===== src/rtl/var_shift_pkg.sv =====
// Shared constants for the registered variable barrel shifter.
// The direction encodings and default sizes are kept here so every user agrees on them.
package var_shift_pkg;

    localparam logic DIR_LEFT  = 1'b0;
    localparam logic DIR_RIGHT = 1'b1;

    localparam int VS_WIDTH = 32;
    localparam int VS_SHW   = 6;

endpackage : var_shift_pkg


===== src/rtl/var_shift_core.sv =====
// Combinational logarithmic barrel shifter, logical left or right.
// Right shifts reuse the left-shift stages by reversing the word on the way in and out.
module var_shift_core
    import var_shift_pkg::*;
#(
    parameter int WIDTH = VS_WIDTH,
    parameter int SHW   = VS_SHW
) (
    input  logic [WIDTH-1:0] in,
    input  logic [SHW-1:0]   shift,
    input  logic             dir,
    output logic [WIDTH-1:0] out
);

    logic [WIDTH-1:0] rev_in_s;
    logic [WIDTH-1:0] rev_out_s;
    logic [WIDTH-1:0] stage_s [0:SHW];

    for (genvar i = 0; i < WIDTH; i++) begin : g_rev
        assign rev_in_s[i]  = in[WIDTH-1-i];
        assign rev_out_s[i] = stage_s[SHW][WIDTH-1-i];
    end

    assign stage_s[0] = (dir == DIR_RIGHT) ? rev_in_s : in;

    // Stages whose weight reaches WIDTH flush the word instead of wrapping.
    for (genvar k = 0; k < SHW; k++) begin : g_stage
        if ((2 ** k) >= WIDTH) begin : g_flush
            assign stage_s[k+1] = shift[k] ? {WIDTH{1'b0}} : stage_s[k];
        end else begin : g_shift
            assign stage_s[k+1] = shift[k] ? (stage_s[k] << (2 ** k)) : stage_s[k];
        end
    end

    assign out = (dir == DIR_RIGHT) ? rev_out_s : stage_s[SHW];

endmodule : var_shift_core


===== src/rtl/var_shift_reg.sv =====
// Registered variable-amount bidirectional logical shifter.
// Only q is stored; clr wins over en, and en low holds the previous result.
module var_shift_reg
    import var_shift_pkg::*;
#(
    parameter int WIDTH = VS_WIDTH,
    parameter int SHW   = VS_SHW
) (
    input  logic             clk,
    input  logic             clr,
    input  logic             dir,
    input  logic             en,
    input  logic [WIDTH-1:0] in,
    input  logic [SHW-1:0]   shift,
    output logic [WIDTH-1:0] q
);

    logic [WIDTH-1:0] shifted_s;
    logic [WIDTH-1:0] q_r;

    var_shift_core #(
        .WIDTH (WIDTH),
        .SHW   (SHW)
    ) u_core (
        .in    (in),
        .shift (shift),
        .dir   (dir),
        .out   (shifted_s)
    );

    // Result register with synchronous clear priority over load.
    always_ff @(posedge clk) begin
        if (clr) begin
            q_r <= {WIDTH{1'b0}};
        end else if (en) begin
            q_r <= shifted_s;
        end else begin
            q_r <= q_r;
        end
    end

    assign q = q_r;

endmodule : var_shift_reg


===== config.mk =====
export PLATFORM = sky130hd
export DESIGN_NAME = var_shift_reg
export DESIGN_NICKNAME = d
export VERILOG_FILES = /design/src/rtl/var_shift_pkg.sv /design/src/rtl/var_shift_core.sv /design/src/rtl/var_shift_reg.sv
export SDC_FILE = /design/constraint.sdc
export NUM_CORES = 1
export LEC_CHECK = 0
export CORE_MARGIN = 4
export CORE_UTILIZATION = 58
export CTS_BUF_LIST = sky130_fd_sc_hd__clkbuf_16
export DETAILED_ROUTE_END_ITERATION = 12
export PLACE_DENSITY = 0.91
export REMOVE_ABC_BUFFERS = 1
export SYNTH_ARGS = -nofsm -noshare
export SYNTH_HDL_FRONTEND = slang
export SYNTH_SLANG_ARGS = --single-unit

===== constraint.sdc =====
create_clock -name clk -period 4.9 [get_ports clk]
set_input_delay 1.47 -clock clk [delete_from_list [all_inputs] [get_ports clk]]
set_output_delay 1.47 -clock clk [all_outputs]
set_load 0.005 [all_outputs]

# Word level (Yosys, flattened, before mapping)
# Index checks and enable logic that the tools add are counted.
[word_totals] romBits=0 ram_bits=0 latch_bits=0 mem_count=0 regBits=32 input_bits=42 elab_cells=9 output_inout_bits=32
[op_classes] n_addsub=0 muxes=8 n_mul=0 bitwise=0 n_eq_ne=0 n_reduce_logical=0 n_lt_le_gt_ge=0 div_mod_pow=0 shift=0
[ops] op="$mux 32" count=8

# Depth between registers and ports, before layout
# Gate-level depths: netlist of run 1.
[logic_depth] ltp_word=8 ltp_mapped=10 ltp_nobuf=6

# Cells and area by module
# A second synthesis of run 1 with hierarchy kept.
[hier_totals] hier_cells=460 hier_area_um2=4078.9
[modules_own_cells] module="var_shift_core" seq_area_each_um2=0.0 area_per_inst_um2=2915.3 cells_per_inst=357 n_inst=1
[modules_own_cells] module="var_shift_reg" seq_area_each_um2=640.6 area_per_inst_um2=1163.6 cells_per_inst=103 n_inst=1

# Least setup slack after synthesis of run 1
# OpenSTA, ideal clock, no wires.
[synth_path] kind="input-to-reg" from="input dir" to="register q_r[15], in the netlist q[15]" arrival_ns=3.273 stages=7 t_required_ns=4.781 n_path_buf=2 path_slack_ns=1.508 setup_ns=0.119 cell_sequence="buf_6 -> buf_6 -> mux4_1 -> mux2_2 -> mux2_2 -> a2bb2o_4 -> o221a_2"
[synth_via] elab_chain_cells=8
[synth_lines] element="start: declaration" line_no="var_shift_reg.sv:11" rtl="input logic dir,"
[synth_lines] element="$mux 32" line_no="var_shift_core.sv:24" rtl="assign stage_s[0] = (dir == DIR_RIGHT) ? rev_in_s : in;"
[synth_lines] element="$mux 32 (5 in a row)" line_no="var_shift_core.sv:31" rtl="assign stage_s[k+1] = shift[k] ? (stage_s[k] << (2 ** k)) : stage_s[k];"
[synth_lines] element="$mux 32" line_no="var_shift_core.sv:29" rtl="assign stage_s[k+1] = shift[k] ? {WIDTH{1'b0}} : stage_s[k];"
[synth_lines] element="$mux 32 (*)" line_no="var_shift_core.sv:35" rtl="assign out = (dir == DIR_RIGHT) ? rev_out_s : stage_s[SHW];"
[synth_lines] element="end signal: assignment" line_no="var_shift_reg.sv:34" rtl="q_r <= {WIDTH{1'b0}};"
[synth_lines] element="end signal: assignment" line_no="var_shift_reg.sv:36" rtl="q_r <= shifted_s;"
[synth_lines] element="end signal: assignment" line_no="var_shift_reg.sv:38" rtl="q_r <= q_r;"
[synth_lines] element="end: declaration" line_no="var_shift_reg.sv:19" rtl="logic [WIDTH-1:0] q_r;"
# Mark *: on every way between the ends. The rest lies on a longest branch, timed or not.
# A chain may end at the register's enable or synchronous reset.

# Final worst setup path of run 1
[layout_path] from="input dir" to="register q_r[25], in the netlist q[25]"
# Same word-level chain as after synthesis.

==> results of run 1 <==
==> cell type report <==
class / count / area [sq um] / share of cell area
Clock buffer: 5 / 125 / 0.0269
Clock inverter: 3 / 38.8 / 0.00834
Inverter: 7 / 26.3 / 0.00565
Multi-Input combinational cell: 315 / 2910 / 0.625
Sequential cell: 32 / 641 / 0.138
Tap cell: 77 / 96.3 / 0.0207
Timing Repair Buffer: 85 / 816 / 0.176
==> logic make-up (layout without fill, tap and decap cells) <==
logic type	after synthesis	in the layout
flops	32	32
mux	98	98
xor+xnor	1	1
compound gates	102	102
buf+inv	42	100
simple gates	114	114
==> worst paths after layout <==
check | from | endpoint | cells after the start
min reg2reg | q[6] | q[6] | 2
min | q[6] | q[6] | 2
max reg2reg | q[27] | q[27] | 2
max | dir | q[25] | 8
==> worst reg2reg max path, stage by stage, from the launching register on <==
cell and delay (ns):
sky130_fd_sc_hd__dfxtp_1 0.32, sky130_fd_sc_hd__a221oi_1 0.29, sky130_fd_sc_hd__o21ai_0 0.13
==> routing by layer <==
| metal | GRT usage | vias up |
|---|---|---|
| met2 | 0.535 | 256 |
| met5 | 0 | - |
| met1 | 0.454 | 1823 |
| met3 | 0.0599 | 49 |
| li1 | - | 1672 |
| met4 | 0.135 | 0 |
==> through the flow <==
stage	utilization	instances
after floorplan	-	354
after global placement	0.702	516
after detailed placement	0.702	516
after CTS	0.728	524
after global routing	0.728	524
final	0.728	524
==> cell usage in the layout (no fill, tap or decap), types with 7 or more instances in the layout <==
master / instances
sky130_fd_sc_hd__a221o_1: 7
sky130_fd_sc_hd__a221oi_1: 11
sky130_fd_sc_hd__a22oi_1: 8
sky130_fd_sc_hd__buf_4: 12
sky130_fd_sc_hd__clkdlybuf4s50_1: 72
sky130_fd_sc_hd__dfxtp_1: 32
sky130_fd_sc_hd__inv_1: 7
sky130_fd_sc_hd__mux2_2: 26
sky130_fd_sc_hd__mux2i_1: 31
sky130_fd_sc_hd__mux4_1: 16
sky130_fd_sc_hd__mux4_2: 23
sky130_fd_sc_hd__nand2_1: 32
sky130_fd_sc_hd__nor2_1: 43
sky130_fd_sc_hd__nor3_1: 8
sky130_fd_sc_hd__o21ai_0: 15
sky130_fd_sc_hd__o31ai_1: 8
==> power by group through the flow <==
stage	Sequential, mW	Clock [mW]	Combinational [mW]
after floorplan	0.287	0	0.219
after global placement	0.285	0	0.395
after detailed placement	0.286	0	0.398
after CTS	0.281	0.345	0.400
after global routing	0.282	0.357	0.437
final	0.281	0.346	0.411
==> flow_metrics.tcl, run 1 <==
set metrics [dict create \
    status "finished clean" \
    grt_antenna_before_repair 0 \
    area_of_the_mapped_netlist_sq_um 3820 \
    slew_viol_final 0 \
    synth_edf_count 0 \
    vias 3800 \
    dr_wl_met3_mm 1.04 \
    netSwitchingFraction 0.320 \
    post-route-period-util 0.833 \
    die_area_sq_um 7950 \
    cp-end-kind "register" \
    worst_path_most_repeated_cell "sky130_fd_sc_hd__mux2i_1" \
    cts_made_buffers 5 \
    max_stage_delay_ns 0.63 \
    met2WireLength_mm 6.03 \
    antenna_diode_count 0 \
    clock_sinks 32 \
    cts.htree.levels 2 \
    path_max_fanout 25 \
    design_area_sq_um 4650 \
    drt-total-wl_mm 12.7 \
    synth_top_cell_area_share 0.168 \
    power_frac_seq 0.270 \
    gp_congestion 0.986 \
    floorplan.initialDensity 0.598 \
    fin_setup_tns_ns 0 \
    max_slew_headroom 0.531 \
    routed_wire_length_per_instance_um 24.3 \
    yosys_most_used_dff "sky130_fd_sc_hd__dfxtp_1" \
    final_critical_path_setup_slack_ns 0.821 \
    timing.critical_path.cells "buf_2 > buf_4 > mux4_1 > mux2i_1 > mux2i_1 > mux2_2 > o21ai_0 > o221ai_1" \
    dpl-instance-area_sq_um 4480 \
    synth_compound_area_frac 0.207 \
    detail_route.first_pass.iterations 5 \
    ir_worst_vdd_mv 0.268 \
    synth-adder-area-share 0 \
    arrival_ns 4.21 \
    dominant_combinational_cell_family_by_area_after_synthesis "multiplexers" \
    power.combinational.fraction 0.396 \
    synth-seq-area-share 0.168 \
    syn_area_per_cell_sq_um 9.82 \
    power_density_cells_nw_per_um2 223 \
    clock.fmax_mhz 245 \
    power_switching_mw 0.332 \
    async_reset_ff_frac 0 \
    design.final.nets 488 \
    overflow 0 \
    post_synth_xor_area_fraction 0.00426 \
    p_clk_frac 0.333 \
    netlist.top_cell.by_area "sky130_fd_sc_hd__dfxtp_1" \
    tightestPinTransition_ns 0.702 \
    portBuffers 73 \
    cts-resized-gates 0 \
    synth_cells 389 \
    dr.max_layer_used "met4" \
    syn2layout_area_growth_pct 21.7 \
    clk-insertion-delay-late_ns 0.28 \
    tritoncts "done" \
    setup-violations-final 0 \
    timing.final.hold_violations 0 \
    io_pins 74 \
    fin_total_pwr_mw 1.04 \
    timing_worst_setup_path_type "input pin to register" \
    post_cts_hold_buffer_count 0 \
    post_synth_num_cell_types 56 \
    r2r_setup_slack_ns 4.04 \
    synth-simple-area-share 0.136 \
    first_global_vias 3674 \
    worst_setup_path_start_kind "input pin" \
    cts_setup_buffers 0 \
    grt_first_pass_wirelength_mm 20.3 \
    cpLargestDelayFamily "multiplexers" \
    rsz0062_at_grt "false" \
    gr-usage-all-layers 0.336 \
    metal_1_wl_mm 5.18 \
    layout-drive-gt1-share 0.188 \
    largest_reg_flops 32 \
    synth_commonest_cells "sky130_fd_sc_hd__nor2_1 (43), sky130_fd_sc_hd__dfxtp_1 (32), sky130_fd_sc_hd__nand2_1 (32), sky130_fd_sc_hd__mux2i_1 (31), sky130_fd_sc_hd__mux2_2 (26)" \
    drt_iter0_markers 550 \
    dp_slack_ns 0.568 \
    clock-skew-final_ns 0 \
    min_path_type "register to register" \
    max_cap_violations 0 \
    route.antenna.remaining_nets 0 \
    final.fill_count 481 \
    critical-path-slowest-cell "sky130_fd_sc_hd__mux4_1" \
    path_buf_inv 2 \
    fp.dieW_um 89.1 \
    vias_per_cell 7.25 \
    worst_hold_slack_ns 0.464 \
    synthMuxAreaShare 0.413 \
    cp_data_required_time_ns 5.03 \
    place_hpwl_mm 9.89 \
    detail_route.drc_violations 0 \
    floorplan.core_area_sq_um 6390 \
    yosys.cell_count.top_type "sky130_fd_sc_hd__nor2_1" \
    rows 29 \
    ys_top_cells_by_area "sky130_fd_sc_hd__dfxtp_1 (17%), sky130_fd_sc_hd__mux4_2 (14%), sky130_fd_sc_hd__mux4_1 (11%), sky130_fd_sc_hd__mux2i_1 (8.1%), sky130_fd_sc_hd__mux2_2 (7.7%)" \
    timing.final.crit_period_ns 4.08 \
    clkTransAtPathRegs_ns 0.06 \
    internal_power_mw 0.706 \
    grt_max_degree 33 \
    total_leakage_power_nw 1.75 \
    clock_tree.root_cell "sky130_fd_sc_hd__clkbuf_16" \
    die_y_um 89.1 \
    max-clock-path-buffers 2 \
    synth_warnings 0 \
    ys_ff_latch 32 \
]
Power figures use the tool's default switching activity.
==> inputs of run 2 (changes only) <==
--- a/config.mk
+++ b/config.mk
@@ -6,10 +6,10 @@
 export NUM_CORES = 1
 export LEC_CHECK = 0
 export CORE_MARGIN = 4
-export CORE_UTILIZATION = 58
+export CORE_UTILIZATION = 54
 export CTS_BUF_LIST = sky130_fd_sc_hd__clkbuf_16
 export DETAILED_ROUTE_END_ITERATION = 12
-export PLACE_DENSITY = 0.91
+export PLACE_DENSITY = 0.86
 export REMOVE_ABC_BUFFERS = 1
 export SYNTH_ARGS = -nofsm -noshare
 export SYNTH_HDL_FRONTEND = slang
==> constraint.sdc (replaced) <==
create_clock -name clk -period 4.2 [get_ports clk]
set_input_delay 1.26 -clock clk [delete_from_list [all_inputs] [get_ports clk]]
set_output_delay 1.26 -clock clk [all_outputs]
set_load 0.005 [all_outputs]
==> flow_metrics.tcl, run 2 (same netlist as run 1, synthesis figures left out) <==
set metrics [dict create \
    die_y_um 92.1 \
    ir_worst_vdd_mv 0.166 \
    grt_max_degree 33 \
    rsz0062_at_grt "false" \
    detail_route.first_pass.iterations 8 \
    clock-skew-final_ns 0 \
    instances_no_fill 548 \
    timing.final.hold_violations 0 \
    cts.htree.levels 2 \
    drt-total-wl_mm 12.2 \
    clock.fmax_mhz 277 \
    fp.dieW_um 92.1 \
    layout.cells.most_common_list "sky130_fd_sc_hd__clkdlybuf4s50_1 (72), sky130_fd_sc_hd__nor2_1 (43), sky130_fd_sc_hd__nand2_1 (32), sky130_fd_sc_hd__dfxtp_1 (32), sky130_fd_sc_hd__mux2i_1 (31)" \
    antenna_diode_count 0 \
    grt_first_pass_wirelength_mm 19.7 \
    power_density_cells_nw_per_um2 256 \
    fin_total_pwr_mw 1.21 \
    layout-drive-gt1-share 0.197 \
    gp_congestion 0.946 \
    final.fill_count 541 \
    arrival_ns 3.76 \
    dr_wl_met3_mm 1.04 \
    timing.final.crit_period_ns 3.61 \
    place_hpwl_mm 9.58 \
    setup-violations-final 0 \
    metal_1_wl_mm 4.87 \
    placedCellCount 540 \
    vias 3770 \
    cp_data_required_time_ns 4.36 \
    routed_wire_length_per_instance_um 22.3 \
    vias_per_cell 6.88 \
    post_cts_hold_buffer_count 0 \
    cts_setup_buffers 0 \
    timing_worst_setup_path_type "input pin to register" \
    tightestPinTransition_ns 0.642 \
    min_path_type "register to register" \
    total_leakage_power_nw 1.78 \
    clock_tree.root_cell "sky130_fd_sc_hd__clkbuf_16" \
    cp-end-kind "register" \
    fin_setup_tns_ns 0 \
    dr.max_layer_used "met4" \
    portBuffers 73 \
    clkTransAtPathRegs_ns 0.05 \
    status "finished clean" \
    drt_iter0_markers 427 \
    rows 30 \
    design.final.nets 493 \
    post-route-period-util 0.859 \
    clock_sinks 32 \
    tritoncts "done" \
    layout.cells.most_common "sky130_fd_sc_hd__clkdlybuf4s50_1" \
    worst_setup_path_start_kind "input pin" \
    largest_reg_flops 32 \
    max_slew_headroom 0.561 \
    first_global_vias 3673 \
    gr-usage-all-layers 0.292 \
    io_pins 74 \
    grt_antenna_before_repair 0 \
    slew_viol_final 0 \
    cts-resized-gates 0 \
    met2WireLength_mm 5.82 \
    max-clock-path-buffers 2 \
    floorplan.core_area_sq_um 6830 \
    route.antenna.remaining_nets 0 \
    final_critical_path_setup_slack_ns 0.591 \
    overflow 0 \
    floorplan.initialDensity 0.559 \
    max_cap_violations 0 \
    detail_route.drc_violations 0 \
    cts_made_buffers 5 \
    worst_hold_slack_ns 0.471 \
    path_max_fanout 29 \
    clk-insertion-delay-late_ns 0.27 \
    die_area_sq_um 8480 \
    dp_slack_ns 0.368 \
    syn2layout_area_growth_pct 24.0 \
]
## run 2: cell count changes in the layout (fill, tap and decap cells not counted), sizes merged
cell	change
buf	+5
## run 2: worst max-delay path, cell delays in order
cell                              delay [ns]
sky130_fd_sc_hd__clkdlybuf4s50_1        0.58
sky130_fd_sc_hd__buf_12                 0.22
sky130_fd_sc_hd__mux4_1                 0.35
sky130_fd_sc_hd__mux2_2                 0.32
sky130_fd_sc_hd__o21ai_0                0.45
sky130_fd_sc_hd__o21ai_0                0.23
sky130_fd_sc_hd__a221o_1                0.34
## run 2: area by class of cell
class / instances / area [sq um] / area share
Inverter: 7 / 26.3 / 0.00555
Multi-Input combinational cell: 315 / 2910 / 0.614
Timing Repair Buffer: 90 / 878 / 0.186
Tap cell: 96 / 120 / 0.0254
Sequential cell: 32 / 641 / 0.135
Clock buffer: 5 / 125 / 0.0264
Clock inverter: 3 / 38.8 / 0.00819
## run 2: through the flow
stage,util,cell area (sq um)
after floorplan,-,3570
after global placement,0.669,4570
after detailed placement,0.669,4570
after CTS,0.693,4730
after global routing,0.693,4730
final,0.693,4730
## run 2: power by group
group	switching, mW	total, mW	internal, mW
combinational	0.245	0.479	0.233
clock	0.129	0.405	0.276
sequential	0.00799	0.327	0.319
## run 2: final timing paths
kind | startpoint | end | cells after the start | slack [ns]
setup / recovery | shift[2] | q[20] | 7 | 0.59
hold / removal | q[25] | q[25] | 2 | 0.47
setup reg to reg | q[24] | q[24] | 4 | 3.32
hold reg to reg | q[25] | q[25] | 2 | 0.47
## run 2: routing by layer
layer	up-vias	track usage
met1	1800	0.375
met5	-	0
li1	1687	-
met2	245	0.479
met3	38	0.0525
met4	0	0.132
==> inputs of run 3 (changes only) <==
--- a/config.mk
+++ b/config.mk
@@ -6,11 +6,13 @@
 export NUM_CORES = 1
 export LEC_CHECK = 0
 export CORE_MARGIN = 4
-export CORE_UTILIZATION = 54
+export CORE_UTILIZATION = 31
 export CTS_BUF_LIST = sky130_fd_sc_hd__clkbuf_16
 export DETAILED_ROUTE_END_ITERATION = 12
-export PLACE_DENSITY = 0.86
+export GPL_ROUTABILITY_DRIVEN = 0
+export PLACE_DENSITY = 0.55
 export REMOVE_ABC_BUFFERS = 1
 export SYNTH_ARGS = -nofsm -noshare
 export SYNTH_HDL_FRONTEND = slang
 export SYNTH_SLANG_ARGS = --single-unit
+export TNS_END_PERCENT = 1
==> flow_metrics.tcl, run 3 (same netlist as run 1, synthesis figures left out) <==
set metrics [dict create \
    rsz0062_at_grt "false" \
    detail_route.drc_violations 0 \
    path_max_fanout 23 \
    setup-violations-final 0 \
    detail_route.first_pass.iterations 4 \
    worst_hold_slack_ns 0.489 \
    layout.cells.most_common "sky130_fd_sc_hd__clkdlybuf4s50_1" \
    timing.final.hold_violations 0 \
    post_cts_hold_buffer_count 0 \
    syn2layout_area_growth_pct 25.6 \
    floorplan.core_area_sq_um 12000 \
    max_slew_headroom 0.474 \
    power_density_cells_nw_per_um2 244 \
    tightestPinTransition_ns 0.786 \
    ir_worst_vdd_mv 0.170 \
    dp_slack_ns 0.282 \
    clk-insertion-delay-late_ns 0.27 \
    area_occupied_by_multi_input_gates_sq_um 2910 \
    clock.fmax_mhz 277 \
    final.fill_count 1197 \
    worst_setup_path_start_kind "input pin" \
    post-route-period-util 0.859 \
    clock_tree.root_cell "sky130_fd_sc_hd__clkbuf_16" \
    cts.htree.levels 2 \
    rows 40 \
    storage_cell_area_sq_um 641 \
    fin_total_pwr_mw 1.17 \
    timing_worst_setup_path_type "input pin to register" \
    portBuffers 73 \
    metal_1_wl_mm 5.64 \
    vias 3694 \
    met2WireLength_mm 6.04 \
    cts_made_buffers 5 \
    cp-end-kind "register" \
    grt_first_pass_wirelength_mm 20.6 \
    clock_sinks 32 \
    tritoncts "done" \
    max_cap_violations 0 \
    arrival_ns 3.76 \
    dr_wl_met3_um 838 \
    grt_antenna_before_repair 0 \
    min_path_type "register to register" \
    die_y_um 119 \
    drt_iter0_markers 391 \
    io_pins 74 \
    total_leakage_power_nw 1.77 \
    antenna_diode_count 0 \
    dr.max_layer_used "met4" \
    fp.dieW_um 119 \
    routed_wire_length_per_instance_um 21.3 \
    clock-skew-final_ns 0 \
    layout.cells.most_common_list "sky130_fd_sc_hd__clkdlybuf4s50_1 (72), sky130_fd_sc_hd__nor2_1 (43), sky130_fd_sc_hd__nand2_1 (32), sky130_fd_sc_hd__dfxtp_1 (32), sky130_fd_sc_hd__mux2i_1 (31)" \
    overflow 0 \
    timing.final.crit_period_ns 3.61 \
    place_hpwl_mm 9.99 \
    cts-resized-gates 0 \
    cts_setup_buffers 0 \
    final_critical_path_setup_slack_ns 0.593 \
    design.final.nets 493 \
    slew_viol_final 0 \
    cp_data_required_time_ns 4.36 \
    gr-usage-all-layers 0.180 \
    max-clock-path-buffers 2 \
    fin_setup_tns_ns 0 \
    route.antenna.remaining_nets 0 \
    first_global_vias 3591 \
    status "finished clean" \
    clkTransAtPathRegs_ns 0.06 \
    die_area_sq_um 14200 \
    largest_reg_flops 32 \
    floorplan.initialDensity 0.318 \
    grt_max_degree 33 \
    layout-drive-gt1-share 0.199 \
    drt-total-wl_mm 12.8 \
    vias_per_cell 6.17 \
]
[run 3: metrics by stage]
step | area [sq um] | utilization | instances
floorplan | 3570 | - | 354
global placement | 4650 | 0.387 | 591
detailed placement | 4650 | 0.387 | 591
CTS | 4800 | 0.399 | 599
global route | 4800 | 0.399 | 599
finish | 4800 | 0.399 | 599
[run 3: cell type report]
type | count | area share
Multi-Input combinational cell | 315 | 0.606
Timing Repair Buffer | 90 | 0.186
Sequential cell | 32 | 0.134
Tap cell | 147 | 0.0384
Clock buffer | 5 | 0.0261
Inverter | 7 | 0.00548
Clock inverter | 3 | 0.00496
[run 3: worst paths after layout]
check	startpoint	end	slack [ns]	cells past startpoint
worst min register to register	q[22]	q[22]	0.49	2
worst min-delay path	q[22]	q[22]	0.49	2
worst max register to register	q[4]	q[4]	3.35	2
worst max-delay path	dir	q[3]	0.59	7
[run 3: per-layer routing]
layer / track usage / up-vias
met5: 0 / -
met4: 0.0434 / 0
met3: 0.0304 / 19
met2: 0.291 / 167
met1: 0.250 / 1814
li1: - / 1694
[run 3: report_power, final]
| group | switching (mW) | internal [mW] | leakage [nW] |
|---|---|---|---|
| clock network | 0.143 | 0.220 | 0.0660 |
| registers | 0.00862 | 0.319 | 0.261 |
| logic | 0.243 | 0.237 | 1.44 |
[run 3: critical path: stages]
cell	delay (ns)
sky130_fd_sc_hd__buf_2	0.52
sky130_fd_sc_hd__mux4_1	0.70
sky130_fd_sc_hd__mux2_2	0.31
sky130_fd_sc_hd__mux2i_1	0.26
sky130_fd_sc_hd__o22ai_1	0.18
sky130_fd_sc_hd__a221oi_1	0.38
sky130_fd_sc_hd__o21ai_0	0.14
